### src/rtl/alu_pkg.sv
// Shared opcode map and issuer FSM encoding for the ALU and its command issuer.
// OP_LAST bounds the valid opcode range; anything above it is rejected by the issuer.
package alu_pkg;

    localparam logic [3:0] OP_ADD  = 4'b0000;
    localparam logic [3:0] OP_SUB  = 4'b0001;
    localparam logic [3:0] OP_AND  = 4'b0010;
    localparam logic [3:0] OP_OR   = 4'b0011;
    localparam logic [3:0] OP_XOR  = 4'b0100;
    localparam logic [3:0] OP_NOT  = 4'b0101;
    localparam logic [3:0] OP_EQ   = 4'b0110;
    localparam logic [3:0] OP_GT   = 4'b0111;
    localparam logic [3:0] OP_SHL  = 4'b1000;
    localparam logic [3:0] OP_SHR  = 4'b1001;
    localparam logic [3:0] OP_MUL  = 4'b1010;
    localparam logic [3:0] OP_LAST = OP_MUL;

    typedef enum logic [1:0] {
        ST_IDLE = 2'd0,
        ST_EXEC = 2'd1,
        ST_RESP = 2'd2
    } issuer_state_e;

    function automatic logic op_is_valid(input logic [3:0] op);
        return op <= OP_LAST;
    endfunction

endpackage

### src/rtl/alu_cmd_issuer.sv
// Issues commands to a combinational ALU from registers and returns tagged, registered responses.
// Valid op: response two edges after accept (one EXEC cycle); invalid op: response on the accept edge.
module alu_cmd_issuer
    import alu_pkg::*;
#(
    parameter int WIDTH = 32,
    parameter int TAGW  = 4
) (
    input  logic             clk,
    input  logic             rst,
    input  logic             cmd_valid,
    output logic             cmd_ready,
    input  logic [3:0]       cmd_opcode,
    input  logic [WIDTH-1:0] cmd_a,
    input  logic [WIDTH-1:0] cmd_b,
    input  logic [1:0]       cmd_src,
    input  logic [TAGW-1:0]  cmd_tag,
    output logic [WIDTH-1:0] alu_a,
    output logic [WIDTH-1:0] alu_b,
    output logic [3:0]       alu_opcode,
    input  logic [WIDTH-1:0] alu_result,
    input  logic             alu_zero,
    input  logic             alu_carry,
    output logic             rsp_valid,
    input  logic             rsp_ready,
    output logic [WIDTH-1:0] rsp_result,
    output logic             rsp_zero,
    output logic             rsp_carry,
    output logic             rsp_err,
    output logic [TAGW-1:0]  rsp_tag,
    output logic [WIDTH-1:0] acc,
    output logic [15:0]      op_count
);

    issuer_state_e    state_q, state_d;
    logic [WIDTH-1:0] alu_a_q, alu_a_d;
    logic [WIDTH-1:0] alu_b_q, alu_b_d;
    logic [3:0]       alu_op_q, alu_op_d;
    logic [WIDTH-1:0] rsp_result_q, rsp_result_d;
    logic             rsp_zero_q, rsp_zero_d;
    logic             rsp_carry_q, rsp_carry_d;
    logic             rsp_err_q, rsp_err_d;
    logic [TAGW-1:0]  rsp_tag_q, rsp_tag_d;
    logic [WIDTH-1:0] acc_q, acc_d;
    logic [15:0]      op_count_q, op_count_d;
    logic             cmd_accept;

    assign cmd_ready  = (state_q == ST_IDLE) || ((state_q == ST_RESP) && rsp_ready);
    assign cmd_accept = cmd_valid && cmd_ready;

    always_comb begin
        state_d      = state_q;
        alu_a_d      = alu_a_q;
        alu_b_d      = alu_b_q;
        alu_op_d     = alu_op_q;
        rsp_result_d = rsp_result_q;
        rsp_zero_d   = rsp_zero_q;
        rsp_carry_d  = rsp_carry_q;
        rsp_err_d    = rsp_err_q;
        rsp_tag_d    = rsp_tag_q;
        acc_d        = acc_q;
        op_count_d   = op_count_q;

        case (state_q)
            ST_EXEC: begin
                rsp_result_d = alu_result;
                rsp_zero_d   = alu_zero;
                rsp_carry_d  = alu_carry;
                rsp_err_d    = 1'b0;
                acc_d        = alu_result;
                state_d      = ST_RESP;
            end
            ST_RESP: begin
                if (rsp_ready) begin
                    op_count_d = op_count_q + 16'd1;
                    state_d    = ST_IDLE;
                end
            end
            default: ;
        endcase

        // Accept never coincides with EXEC, so this cannot clobber the capture above.
        // acc_q already holds the result of the response being retired.
        if (cmd_accept) begin
            rsp_tag_d = cmd_tag;
            if (op_is_valid(cmd_opcode)) begin
                alu_a_d  = cmd_src[0] ? acc_q : cmd_a;
                alu_b_d  = cmd_src[1] ? acc_q : cmd_b;
                alu_op_d = cmd_opcode;
                state_d  = ST_EXEC;
            end else begin
                rsp_result_d = '0;
                rsp_zero_d   = 1'b1;
                rsp_carry_d  = 1'b0;
                rsp_err_d    = 1'b1;
                state_d      = ST_RESP;
            end
        end
    end

    always_ff @(posedge clk or posedge rst) begin
        if (rst) begin
            state_q      <= ST_IDLE;
            alu_a_q      <= '0;
            alu_b_q      <= '0;
            alu_op_q     <= '0;
            rsp_result_q <= '0;
            rsp_zero_q   <= 1'b0;
            rsp_carry_q  <= 1'b0;
            rsp_err_q    <= 1'b0;
            rsp_tag_q    <= '0;
            acc_q        <= '0;
            op_count_q   <= '0;
        end else begin
            state_q      <= state_d;
            alu_a_q      <= alu_a_d;
            alu_b_q      <= alu_b_d;
            alu_op_q     <= alu_op_d;
            rsp_result_q <= rsp_result_d;
            rsp_zero_q   <= rsp_zero_d;
            rsp_carry_q  <= rsp_carry_d;
            rsp_err_q    <= rsp_err_d;
            rsp_tag_q    <= rsp_tag_d;
            acc_q        <= acc_d;
            op_count_q   <= op_count_d;
        end
    end

    assign alu_a      = alu_a_q;
    assign alu_b      = alu_b_q;
    assign alu_opcode = alu_op_q;
    assign rsp_valid  = (state_q == ST_RESP);
    assign rsp_result = rsp_result_q;
    assign rsp_zero   = rsp_zero_q;
    assign rsp_carry  = rsp_carry_q;
    assign rsp_err    = rsp_err_q;
    assign rsp_tag    = rsp_tag_q;
    assign acc        = acc_q;
    assign op_count   = op_count_q;

endmodule

### config.mk
export PLATFORM = sky130hd
export DESIGN_NAME = alu_cmd_issuer
export DESIGN_NICKNAME = d
export VERILOG_FILES = /design/src/rtl/alu_pkg.sv /design/src/rtl/alu_cmd_issuer.sv
export SDC_FILE = /design/constraint.sdc
export NUM_CORES = 1
export LEC_CHECK = 0
export BUFFER_PORTS_ARGS = -buffer_cell sky130_fd_sc_hd__buf_2
export CAP_MARGIN = 20
export CORE_MARGIN = 2
export CORE_UTILIZATION = 48
export CTS_CLUSTER_DIAMETER = 120
export DETAILED_ROUTE_END_ITERATION = 16
export PLACE_DENSITY_LB_ADDON = 0.25
export SYNTH_ARGS = -nofsm -noshare
export SYNTH_HDL_FRONTEND = slang
export SYNTH_SLANG_ARGS = --single-unit
### constraint.sdc
create_clock -name clk -period 5.9 [get_ports clk]
set_input_delay 0.295 -clock clk [delete_from_list [all_inputs] [get_ports clk]]
set_output_delay 0.295 -clock clk [all_outputs]
set_load 0.02 [all_outputs]
==> summary.md, run 1 <==
| Metric | Value |
|---|---|
| Adder-Cell Fraction of Synth Area | less than 1% |
| IO Port Bufs | 268 |
| Min-Delay Startpoint | alu_result[15] |
| Grt total ovfl | 0 |
| Die H | 119.8 um |
| Hold Path End | acc[15]$_DFFE_PP0P_ |
| Internal power | about 2800 uW |
| Setup CP Type | register to register |
| CP endpoint kind | register |
| First-pass GRT wire length | 26.80 mm |
| Cells after Synth | approximately 620 |
| IO Pins | ~270 |
| Cell Area, Placed | between 7000 and 8000 um2 |
| Worst skew pair latency | 0.42 ns |
| Sequential area share after synthesis | 61.01% |
| Initial antenna violation count | 0 |
| Worst r2r dst | rsp_result[10]$_DFF_PP0_ |
| Setup Buffers After CTS | 0 |
| Nets@finish | a little under 1k |
| Most common cell after layout, fill and taps aside | buf_2 |
| Psw | just over 2000 uW |
| Cell area after layout | about 8500 um2 |
| Routed Antenna Nets | 0 |
| CP required | 6.15 ns |
| Wirelength per Cell | 16.09 um |
| Main combinational cell family by area after synthesis | simple AND/OR/NAND/NOR gates |
| Setup violators final | 0 |
| Via count | 5373 |
| Crit-path slowest cell | nor2_4 |
| Starting Density | roughly half |
| Outcome | finished clean |
| Max-Cap Viols | 0 |
| Least-Margin Pin Slew | 1.071 ns |
| Combinational group share of total power | roughly 41% |
| CTS root buf | clkbuf_16 |
| Synth Area in Compound Gates | 8.626% |
| GP Congestion | 0.8264 |
| Storage cell area | 3929 um2 |
| Post-synth cell types | 30 |
| HPWL Detailed | 12.01 mm |
| Most frequent cells in the layout | buf_2, dfrtp_1, nand2_1 |
| Mapped cell area | 6440 um2 |
| CTS tree | built |
| Yosys warning total | 0 |
| Post-synth net total | ~730 |
| Power Total | 4838 uW |
| Die ar. | 14360 um2 |
| Site row count | 42 |
| Largest buffer count on any clock path | 2 |
| Hold crit path type | primary input to register |
| Worst path cell trace | nor2b_1 > or3_1 > nor2_4 > a21oi_1 |
| Final wirelength | 17.09 mm |
| Vias in the first global route | between 5k and 6k |
| Worst VDD drop | 0.3447 mV |
| Worst rel slew slack | 28.58% |
| Worst r2r src | state_q[1]$_DFFE_PP0P_ |
| Layout cells sized above 1 | 35.89% |
| Mux contribution to synthesized area | 11.35% |
| Layout area overhead | 31.30% |
| Clock transition at path regs | roughly 0.060 ns |
| Fin crit share | between 30% and 40% |
| Simple-gate share of the synthesized area | 14.07% |
| TNS Setup | 0 ns |
| Hold depth | 3 |
| RSZ-0062 raised after global routing | no |
| R2R depth | 4 |
| Critical Path Start Type | register |
| Critical path arrival | 2.42 ns |
| XOR/XNOR Fraction of Synth Area | 2.040% |
| Clock power frac | 20.0% |
| DR pass1 iterations | 5 |
| CORE AREA | 13190 um2 |
| Critical Path Max Stage Delay | 0.71 ns |
| Largest net degree at the start of global routing | between 80 and 90 |
| Residual DRC | 0 |
| Tmin final | 2.175 ns |
| #FFs+latches synth | 157 |
| Synthesized area per cell | 10.40 um2 |
| Sw Share | 42.47% |
| Sequential share of power | around two fifths |
| Post-DR vias/cell | 5.059 |
| CP max FO | 34 |
| DR iter-0 viols | about 320 |
| N_diodes | 0 |
| R2R Setup Slk | 3.72 ns |
| Clock sink count | approximately 160 |
| PwrDens | 572.2 nW/um2 |
| Inserted Clock Buffers | 17 |
| Tot GR Track Use | 24.00% |
| Lkg Pwr | 0.004444 uW |
| CTS H-tree lvls | 4 |
| Fin. Hold Viols | 0 |
| Filler cells | 1125 |
| Max Fclk | 459.7 MHz |
| Setup Skew | 0.006098 ns |
| Multi-input gate area | approximately 2400 um2 |
| Fin. max-slew vios | 0 |
| Die X | 119.8 um |
[power by group through the flow]
stage	Clock, uW	Combinational [uW]	Sequential [uW]
global placement	0	1930	1890
floorplan	0	712	2410
finish	970	1970	1900
global route	1040	2140	1960
CTS	988	1980	1900
detailed placement	0	1980	1910
[Yosys cell counts]
| cell | count | share of area, % |
|---|---|---|
| nor4_2 | 1 | 0.19 |
| nor2_2 | 1 | 0.097 |
| o21ai_0 | 1 | 0.078 |
| a2111oi_4 | 1 | 0.43 |
| nand3_1 | 4 | 0.31 |
| nor2_1 | 71 | 4.1 |
| nand3b_1 | 1 | 0.12 |
| dfrtp_1 | 157 | 61 |
| ha_1 | 1 | 0.19 |
| buf_4 | 1 | 0.12 |
| nor3_1 | 2 | 0.16 |
| and4_1 | 1 | 0.14 |
| xor2_1 | 4 | 0.54 |
| nand2_1 | 139 | 8.1 |
| and3_1 | 2 | 0.19 |
| nand4b_1 | 1 | 0.14 |
| inv_1 | 4 | 0.23 |
| o22a_1 | 1 | 0.14 |
| nand4_1 | 1 | 0.097 |
| xnor2_1 | 11 | 1.5 |
| o22ai_1 | 1 | 0.097 |
| clkbuf_1 | 26 | 1.5 |
| nor4_1 | 1 | 0.097 |
| buf_2 | 11 | 0.85 |
| mux2_2 | 8 | 1.4 |
| mux2i_1 | 64 | 9.9 |
| a21o_1 | 3 | 0.35 |
| or3_1 | 1 | 0.097 |
| a21oi_1 | 97 | 7.5 |
| nor2b_1 | 2 | 0.19 |
[what timing repair did]
item / in CTS / in global routing
resized for setup: 0 / 0
hold endpoints to repair: 70 / 0
hold buffers: 1 / 0
[cell type report]
type / count / area share, %
flip-flops and latches: 157 / 46.46
inverters: 4 / 0.2368
multi-input cells: 420 / 27.80
repair buffers: 274 / 16.66
well taps: 176 / 2.604
clock inverters: 12 / 0.8730
clock buffers: 19 / 5.357
[stage by stage]
stage / hold WS [ns] / util, % / cells / setup WS (ns)
6_report: 0.08865 / 64.11 / 1062 / 3.725
3_3_place_gp: 0.4250 / 59.83 / 1029 / 3.828
4_1_cts: 0.06955 / 63.90 / 1061 / 3.686
5_1_grt: 0.07529 / 64.11 / 1062 / 3.569
3_5_place_dp: 0.4272 / 59.83 / 1029 / 3.716
2_1_floorplan: 0.4188 / - / 619 / 1.370
[state kept, by name, summed over array words and instances, names as in the netlist, 2 cells and up]
register and flops:
rsp_result 32, alu_a 32, alu_b 32, op_count 16, rsp_tag 4, state_q 2, acc 32, alu_opcode 4
[logic make-up (layout without fill, tap and decap cells)]
logic type | Yosys count | after routing
simple gates | 228 | 228
flops | 157 | 157
compound gates | 104 | 104
mux | 72 | 72
buf+inv | 42 | 309
xor+xnor | 15 | 15
fa+ha+maj | 1 | 1
[worst max-delay path, delay by kind of cell, from the launching register on]
kind             cells  cell delay, ns
flip-flops           1            0.45
AND/OR/NAND/NOR      3            1.40
AO/OA/AOI/OAI        1            0.13
[worst max-delay path by stage]
stage,to,depth (start not counted),from
CTS,rsp_result[10]$_DFF_PP0_,4,state_q[1]$_DFFE_PP0P_
floorplan,acc[0]$_DFFE_PP0P_,1,rst
finish,rsp_result[10]$_DFF_PP0_,4,state_q[1]$_DFFE_PP0P_
detailed placement,rsp_result[17]$_DFF_PP0_,4,state_q[1]$_DFFE_PP0P_
global placement,rsp_result[3]$_DFF_PP0_,4,state_q[1]$_DFFE_PP0P_
global route,rsp_result[6]$_DFF_PP0_,4,state_q[1]$_DFFE_PP0P_
[layer usage]
layer / global-route usage (%) / share of wire (%)
met1: 31.03 / 43
met2: 39.50 / 50
met3: 6.036 / 6.3
met4: 8.456 / 1.3
met5: 0 / 0
Power figures use the tool's default switching activity.
==> run 2, diff against run 1 <==
--- a/config.mk
+++ b/config.mk
@@ -5,10 +5,11 @@
 export SDC_FILE = /design/constraint.sdc
 export NUM_CORES = 1
 export LEC_CHECK = 0
+export ABC_AREA = 1
 export BUFFER_PORTS_ARGS = -buffer_cell sky130_fd_sc_hd__buf_2
 export CAP_MARGIN = 20
 export CORE_MARGIN = 2
-export CORE_UTILIZATION = 48
+export CORE_UTILIZATION = 44
 export CTS_CLUSTER_DIAMETER = 120
 export DETAILED_ROUTE_END_ITERATION = 16
 export PLACE_DENSITY_LB_ADDON = 0.25
==> constraint.sdc (replaced) <==
create_clock -name clk -period 1.83 [get_ports clk]
set_input_delay 0.0915 -clock clk [delete_from_list [all_inputs] [get_ports clk]]
set_output_delay 0.0915 -clock clk [all_outputs]
set_load 0.02 [all_outputs]
==> run 2 against run 1 <==
Power grew 58%. Via count increased by 15%. Critical path type is now primary input to register. Clock skew barely moved. Critical endpoint is now alu_a[12]$_DFFE_PP0P_. Setup slack lost 3.5 ns. Sequential cell count did not move. Sequential share of layout area fell by 6.2 points.
==> summary.md, run 2 <==
| Metric | Value |
|---|---|
| Outcome | finished clean |
| CTS root buf | clkbuf_16 |
| Mapped cell area | 6678 um2 (+3.7%) |
| Site row count | 45 (+7.1%) |
| Top-area cell type share of the netlist area | 58.83% (-2.2 points) |
| Synthesized area per cell | 9.110 um2 (-12%) |
| EDFF count, synth | 0 (unchanged) |
| Fin crit share | 90.29% |
| Final wirelength | 19.46 mm (+14%) |
| RSZ-0062 raised after global routing | no |
| Setup Skew | 0.006526 ns (+0.0004274 ns) |
| Most frequent cells in the layout | nand2_1, buf_2, dfrtp_1 |
| DR iter-0 viols | 365 (+14%) |
| Met3 Use GR | 5.193% (-0.84 points) |
| #FFs+latches synth | 157 (unchanged) |
| Crit-path slowest cell | dlygate4sd3_1 |
| Synth Area in Compound Gates | 10.91% (+2.3 points) |
| TNS Setup | 0 ns (unchanged) |
| Top FF cell, synth | dfrtp_1 |
| CP Launch Point | cmd_opcode[0] |
| Die X | 127.2 um (+6.1%) |
| CTS H-tree lvls | 4 (unchanged) |
| Main combinational cell family by area after synthesis | simple AND/OR/NAND/NOR gates |
| XOR/XNOR Fraction of Synth Area | 1.836% (-0.20 points) |
| CORE AREA | 15030 um2 (+14%) |
| IO Port Bufs | 268 (unchanged) |
| Post-DR vias/cell | 4.778 (-5.6%) |
| Worst r2r src | state_q[1]$_DFFE_PP0P_ |
| Yosys warning total | 0 (unchanged) |
| R2R Setup Slk | 0.19 ns (-3.53 ns) |
| Cells after Synth | 733 (+18%) |
| Grt total ovfl | 0 (unchanged) |
| Hold Path End | alu_b[15]$_DFFE_PP0P_ |
| Largest area contributor in the netlist | dfrtp_1 |
| CTS tree | built |
| Met1 usage | 32.72% (+1.7 points) |
| Cell Area, Placed | 8205 um2 (+4.0%) |
| Tot GR Track Use | 24.77% (+0.78 points) |
| Min-Delay Startpoint | cmd_b[15] |
| CP required | 2.16 ns (-3.99 ns) |
| Max Fclk | just over 600 MHz |
| Nets@finish | 1203 (+22%) |
| CP endpoint kind | register |
| Critical Path Max Stage Delay | 0.55 ns (-0.16 ns) |
| Least-Margin Pin Slew | 0.5385 ns (-0.5328 ns) |
| Largest net degree at the start of global routing | 83 (-5.7%) |
| Lkg Pwr | 0.005103 uW (+15%) |
| Clock transition at path regs | 0.06 ns (about the same) |
| Worst path cell trace | dlygate4sd3_1 > buf_2 > nand2_1 > a21oi_1 > inv_1 > nand2_4 > buf_12 > nand2_1 > o21ai_0 |
| Hold depth | 3 (unchanged) |
| Starting Density | 44.42% (-4.4 points) |
| Max-Cap Viols | 0 (unchanged) |
| Synth top area cells | dfrtp_1, nand2_1, o21ai_0 |
| Inserted Clock Buffers | 17 (unchanged) |
| R2R depth | 8 (+4) |
| IO Pins | 269 (unchanged) |
| Most common cell after layout, fill and taps aside | nand2_1 |
| Worst VDD drop | 0.5294 mV (+54%) |
| Vias in the first global route | 6147 (+19%) |
| Critical Path Start Type | primary input |
| Layout area overhead | 46.19% |
| Met2 Usage GRT | 39.88% (+0.38 points) |
| Residual DRC | 0 (unchanged) |
| Initial antenna violation count | 0 (unchanged) |
| Setup violators final | 0 (unchanged) |
| GRT busiest layer | met2 |
| Post-synth cell types | 27 (-10%) |
| Critical path arrival | 1.98 ns (-0.44 ns) |
| Final worst setup slack | 0.1777 ns (-3.547 ns) |
| Dpl ws | 0.1297 ns (-3.586 ns) |
| CP max FO | 82 (+140%) |
| List of most frequent post-synthesis cells | nand2_1, dfrtp_1, o21ai_0 |
| Tmin final | ~1.7 ns |
| Setup CP Type | primary input to register |
| Fin. Hold Viols | 0 (unchanged) |
| Die ar. | 16180 um2 (+13%) |
| Clock sink count | 157 (unchanged) |
| Simple-gate share of the synthesized area | 18.51% (+4.4 points) |
| Worst rel slew slack | 64.02% (+35 points) |
| Die H | 127.2 um (+6.1%) |
| Cell area after layout | 9762 um2 (+15%) |
| DR pass1 iterations | 5 (unchanged) |
| Worst skew pair latency | 0.41 ns (about the same) |
| Worst r2r dst | alu_opcode[1]$_DFFE_PP0P_ |
| First-pass GRT wire length | 31.53 mm (+18%) |
| Routed Antenna Nets | 0 (unchanged) |
| Most frequent CP cell | nand2_1 |
| Layout cells sized above 1 | 31.28% (-4.6 points) |
| FFs w/ async S/R, synth | 100.0% (unchanged) |
| Adder-Cell Fraction of Synth Area | 0.1874% (-0.0069 points) |
| Mux contribution to synthesized area | 3.710% (-7.6 points) |
| Post-synth net total | 846 (+16%) |
| Hold crit path type | primary input to register |
| Top-count cell post-synth | nand2_1 |
| Fin. max-slew vios | 0 (unchanged) |
| N_diodes | 0 (unchanged) |
| Wirelength per Cell | 15.07 um (-6.3%) |
| HPWL Detailed | 13.10 mm (+9.1%) |
| Setup Buffers After CTS | 0 (unchanged) |
| PwrDens | 785.5 nW/um2 (+37%) |
| GP Congestion | 0.8158 (-1.3%) |
| Via count | 6168 (+15%) |
| Sequential area share after synthesis | 58.83% (-2.2 points) |
| Largest buffer count on any clock path | 2 (unchanged) |
-- run 2: cell count changes after synthesis, sizes merged, moves of 14 or more --
cell   before  now
nor2       72   15
inv         4   39
o21ai       1  109
a21oi      97   34
mux2i      64    0
nand2     139  291
mux2        8   22
-- run 2: final cells by class --
class | count | area, um2
well taps | 188 | 235.2
multi-input cells | 498 | 2355
clock inverters | 11 | 165.2
inverters | 39 | 150.1
fillers | 1278 | 5271
clock buffers | 21 | 460.4
repair buffers | 377 | 2467
flip-flops and latches | 157 | 3929
-- run 2: timing repair --
action / CTS / global route
hold buffers: 93 / 0
resized for setup: 0 / 1
endpoints found under the setup margin: 0 / 15
endpoints found under the hold margin: 138 / 0
-- run 2: logic make-up (layout without fill, tap and decap cells) --
family	Yosys count	in the layout
AO/OA/AOI/OAI	144	144
XOR/XNOR	14	14
adder cells (fa/ha/maj)	1	1
buffers and inverters	78	448
flip-flops	157	157
multiplexers	22	22
AND/OR/NAND/NOR	317	317
-- run 2: worst max-delay path, delay by kind of cell --
family / cells / cell delay [ns]
AO/OA/AOI/OAI: 2 / 0.36
AND/OR/NAND/NOR: 3 / 0.35
buffers and inverters: 4 / 1.15
-- run 2: where the power goes --
part / switching (uW) / internal [uW]
combinational: 197 / 271
sequential: 0 / 3470
clock: 1380 / 2350
total: 1570 / 6090
-- run 2: stage by stage --
step | hold slack [ns] | utilization [%] | instances | power, uW
2_1_floorplan | 0.2011 | - | 733 | 3670
3_3_place_gp | 0.1742 | 54.58 | 1166 | 3847
3_5_place_dp | 0.1689 | 54.58 | 1166 | 3848
4_1_cts | 0.0008351 | 64.94 | 1291 | 7742
5_1_grt | 0.001757 | 64.94 | 1291 | 7945
6_report | 0.01030 | 64.94 | 1291 | 7668
-- run 2: layer usage --
layer	vias up	routed length, um
met3	47	971
met5	-	0
met4	0	716
li1	3058	-
met1	2851	8531
met2	212	9236
-- run 2: worst max path at each step --
stage	endpoint	slack (ns)	cells past startpoint
final	alu_a[12]$_DFFE_PP0P_	0.18	9
after global routing	alu_b[7]$_DFFE_PP0P_	0.008	7
after CTS	alu_b[26]$_DFFE_PP0P_	0.11	8
after detailed placement	alu_b[26]$_DFFE_PP0P_	0.13	8
after global placement	alu_opcode[1]$_DFFE_PP0P_	0.20	8
after floorplan	acc[0]$_DFFE_PP0P_	-0.25	1
==> run 3, diff against run 2 <==
==> constraint.sdc (replaced) <==
create_clock -name clk -period 1.35 [get_ports clk]
set_input_delay 0.0675 -clock clk [delete_from_list [all_inputs] [get_ports clk]]
set_output_delay 0.0675 -clock clk [all_outputs]
set_load 0.02 [all_outputs]
==> run 3 against run 2 <==
The run now ends with negative setup slack left. Global-route usage increased by 0.25 points. Largest cell class unchanged. Highest routed layer unchanged. Critical endpoint is now rsp_result[22]$_DFF_PP0_. Clock skew up 0.0045 ns. Setup slack got worse by 0.18 ns. Register-to-register slack got worse by 0.19 ns.
==> summary.md, run 3 (synthesis gave the netlist of run 2 again) <==
| Metric | Value |
|---|---|
| Least-Margin Pin Slew | 0.5358 ns (-0.002715 ns) |
| Hold crit path type | primary input to register |
| Min-Delay Startpoint | cmd_b[31] |
| Setup CP Type | register to register |
| Grt total ovfl | 0 (unchanged) |
| Site row count | 45 (unchanged) |
| First-pass GRT wire length | 31.99 mm (+1.4%) |
| Most frequent cells in the layout | buf_2, nand2_1, dfrtp_1 |
| Tot GR Track Use | 25.02% (+0.25 points) |
| Critical Path Start Type | register |
| R2R depth | 7 (-1) |
| CORE AREA | 15030 um2 (unchanged) |
| Post-DR vias/cell | 4.931 (+3.2%) |
| Worst r2r src | state_q[0]$_DFFE_PP0P_ |
| Non-filler cells, final | 1335 (+3.4%) |
| RSZ-0062 raised after global routing | yes |
| Filler cells | 1138 (-11%) |
| Failing checks | negative setup slack |
| Max-Cap Viols | 0 (unchanged) |
| CTS tree | built |
| DR pass1 iterations | 5 (unchanged) |
| Fin. Hold Viols | 0 (unchanged) |
| Die X | 127.2 um (unchanged) |
| CTS H-tree lvls | 4 (unchanged) |
| IO Pins | 269 (unchanged) |
| Tmin final | 1.350 ns |
| Setup violators final | 1 (+1) |
| Crit-path slowest cell | dfrtp_1 |
| Worst VDD drop | 0.8429 mV (+59%) |
| Hold slack | 0.02309 ns (+0.01279 ns) |
| Worst path cell trace | inv_2 > buf_4 > nor2_4 > buf_12 > clkbuf_16 > nand2_1 > a21oi_2 |
| Residual DRC | 0 (unchanged) |
| Largest net degree at the start of global routing | 49 (-41%) |
| HPWL Detailed | 13.22 mm (+0.86%) |
| Final worst setup slack | -0.0002439 ns (-0.1779 ns) |
| DR iter-0 viols | 311 (-15%) |
| Worst skew pair latency | 0.42 ns (about the same) |
| IO Port Bufs | 268 (unchanged) |
| Initial antenna violation count | 0 (unchanged) |
| Hold Path End | alu_b[31]$_DFFE_PP0P_ |
| Die ar. | 16180 um2 (unchanged) |
| Most common cell after layout, fill and taps aside | buf_2 |
| Fin. max-slew vios | 0 (unchanged) |
| GP Congestion | 0.8141 (-0.21%) |
| Max Fclk | about 740 MHz |
| CP max FO | 16 (-80%) |
| Fin crit share | 100.0% |
| Wirelength per Cell | 16.11 um (+6.9%) |
| CP endpoint kind | register |
| Inserted Clock Buffers | 17 (unchanged) |
| CTS root buf | clkbuf_16 |
| Lkg Pwr | 0.005379 uW (+5.4%) |
| Hold depth | 4 (+1) |
| Setup Skew | 0.01102 ns (+0.004492 ns) |
| Worst r2r dst | rsp_result[22]$_DFF_PP0_ |
| R2R Setup Slk | -0.0002 ns (-0.19 ns) |
| Starting Density | 44.42% (unchanged) |
| Clock transition at path regs | 0.06 ns (about the same) |
| CP required | 1.70 ns (-0.46 ns) |
| Clock sink count | 157 (unchanged) |
| Via count | 6583 (+6.7%) |
| N_diodes | 0 (unchanged) |
| Routed Antenna Nets | 0 (unchanged) |
| Nets@finish | 1247 (+3.7%) |
| Critical Path Max Stage Delay | 0.36 ns (-0.19 ns) |
| Largest buffer count on any clock path | 2 (unchanged) |
| Critical path arrival | 1.70 ns (-0.28 ns) |
| Die H | 127.2 um (unchanged) |
| PwrDens | 920.4 nW/um2 (+17%) |
| Outcome | finished, violations left |
| Vias in the first global route | 6436 (+4.7%) |
| Layout area overhead | 57.22% |
| Layout cells sized above 1 | 37.40% (+6.1 points) |
| Final wirelength | 21.51 mm (+11%) |
| DP Cell Count | 1183 (+1.5%) |
| Worst rel slew slack | 64.21% (+0.18 points) |
run 3: changes by cell type in the layout (fill, tap and decap cells not counted), moves of 7 or more:
cell,change
clkbuf_16,+7
nand2_1,-26
dlygate4sd3_1,+15
a21oi_1,-24
o21ai_1,+9
nand2_2,+26
buf_12,+10
buf_4,+10
a21oi_2,+24
o21ai_0,-10
run 3: where the power goes:
| part | switching, uW | internal, uW | leakage [uW] |
|---|---|---|---|
| clock | 1880 | 2380 | 0.000245 |
| sequential | 0 | 4710 | 0.00183 |
| combinational | 289 | 412 | 0.00330 |
| total | 2160 | 7500 | 0.00538 |
run 3: layer usage:
layer  vias to the layer above  wire length, um  GRT usage, %
met4                         0              610         9.955
li1                       3157                -             -
met1                      3144             9037         32.16
met5                         -                0             0
met2                       236            10820         41.30
met3                        46             1045         5.821
run 3: worst max-delay path, delay by kind of cell (launching register included):
kind	cells	cell delay, ns
AO/OA/AOI/OAI	1	0.13
buffers and inverters	4	0.59
flip-flops	1	0.36
AND/OR/NAND/NOR	2	0.20
run 3: worst max path at each step:
stage,to,start
floorplan,acc[0]$_DFFE_PP0P_,rst
global placement,rsp_result[11]$_DFF_PP0_,state_q[0]$_DFFE_PP0P_
detailed placement,rsp_result[11]$_DFF_PP0_,state_q[0]$_DFFE_PP0P_
CTS,alu_b[31]$_DFFE_PP0P_,state_q[0]$_DFFE_PP0P_
global route,alu_b[17]$_DFFE_PP0P_,state_q[1]$_DFFE_PP0P_
finish,rsp_result[22]$_DFF_PP0_,state_q[0]$_DFFE_PP0P_
run 3: area by class of cell:
class / instances / area (um2) / share of cell area (%)
Sequential cell: 157 / 3929 / 37.42
Timing Repair Buffer: 421 / 3100 / 29.53
Multi-Input combinational cell: 498 / 2541 / 24.20
Clock buffer: 21 / 450.4 / 4.290
Tap cell: 188 / 235.2 / 2.241
Inverter: 39 / 171.4 / 1.633
Clock inverter: 11 / 71.32 / 0.6793
run 3: timing repair:
item / CTS / global route
endpoints found under the setup margin: 24 / 118
hold buffers: 108 / 0
pin swaps: 0 / 5
resized for setup: 2 / 82
hold endpoints to repair: 150 / 0
buffers inserted: 0 / 4
cloned: 0 / 8
run 3: metrics by stage:
stage / setup WS (ns) / TNS [ns] / total power, uW / area [um2] / util (%)
after floorplan: -0.7044 / -110.69 / 4975 / 6681 / -
after global placement: 0.03104 / 0 / 5228 / 8433 / 56.10
after detailed placement: -0.02947 / -0.3860 / 5231 / 8433 / 56.10
after CTS: -0.005720 / -0.005720 / 9739 / 10040 / 66.77
after global routing: -0.09960 / -1.637 / 10020 / 10500 / 69.84
final: -0.0002439 / -0.0002439 / 9663 / 10500 / 69.84
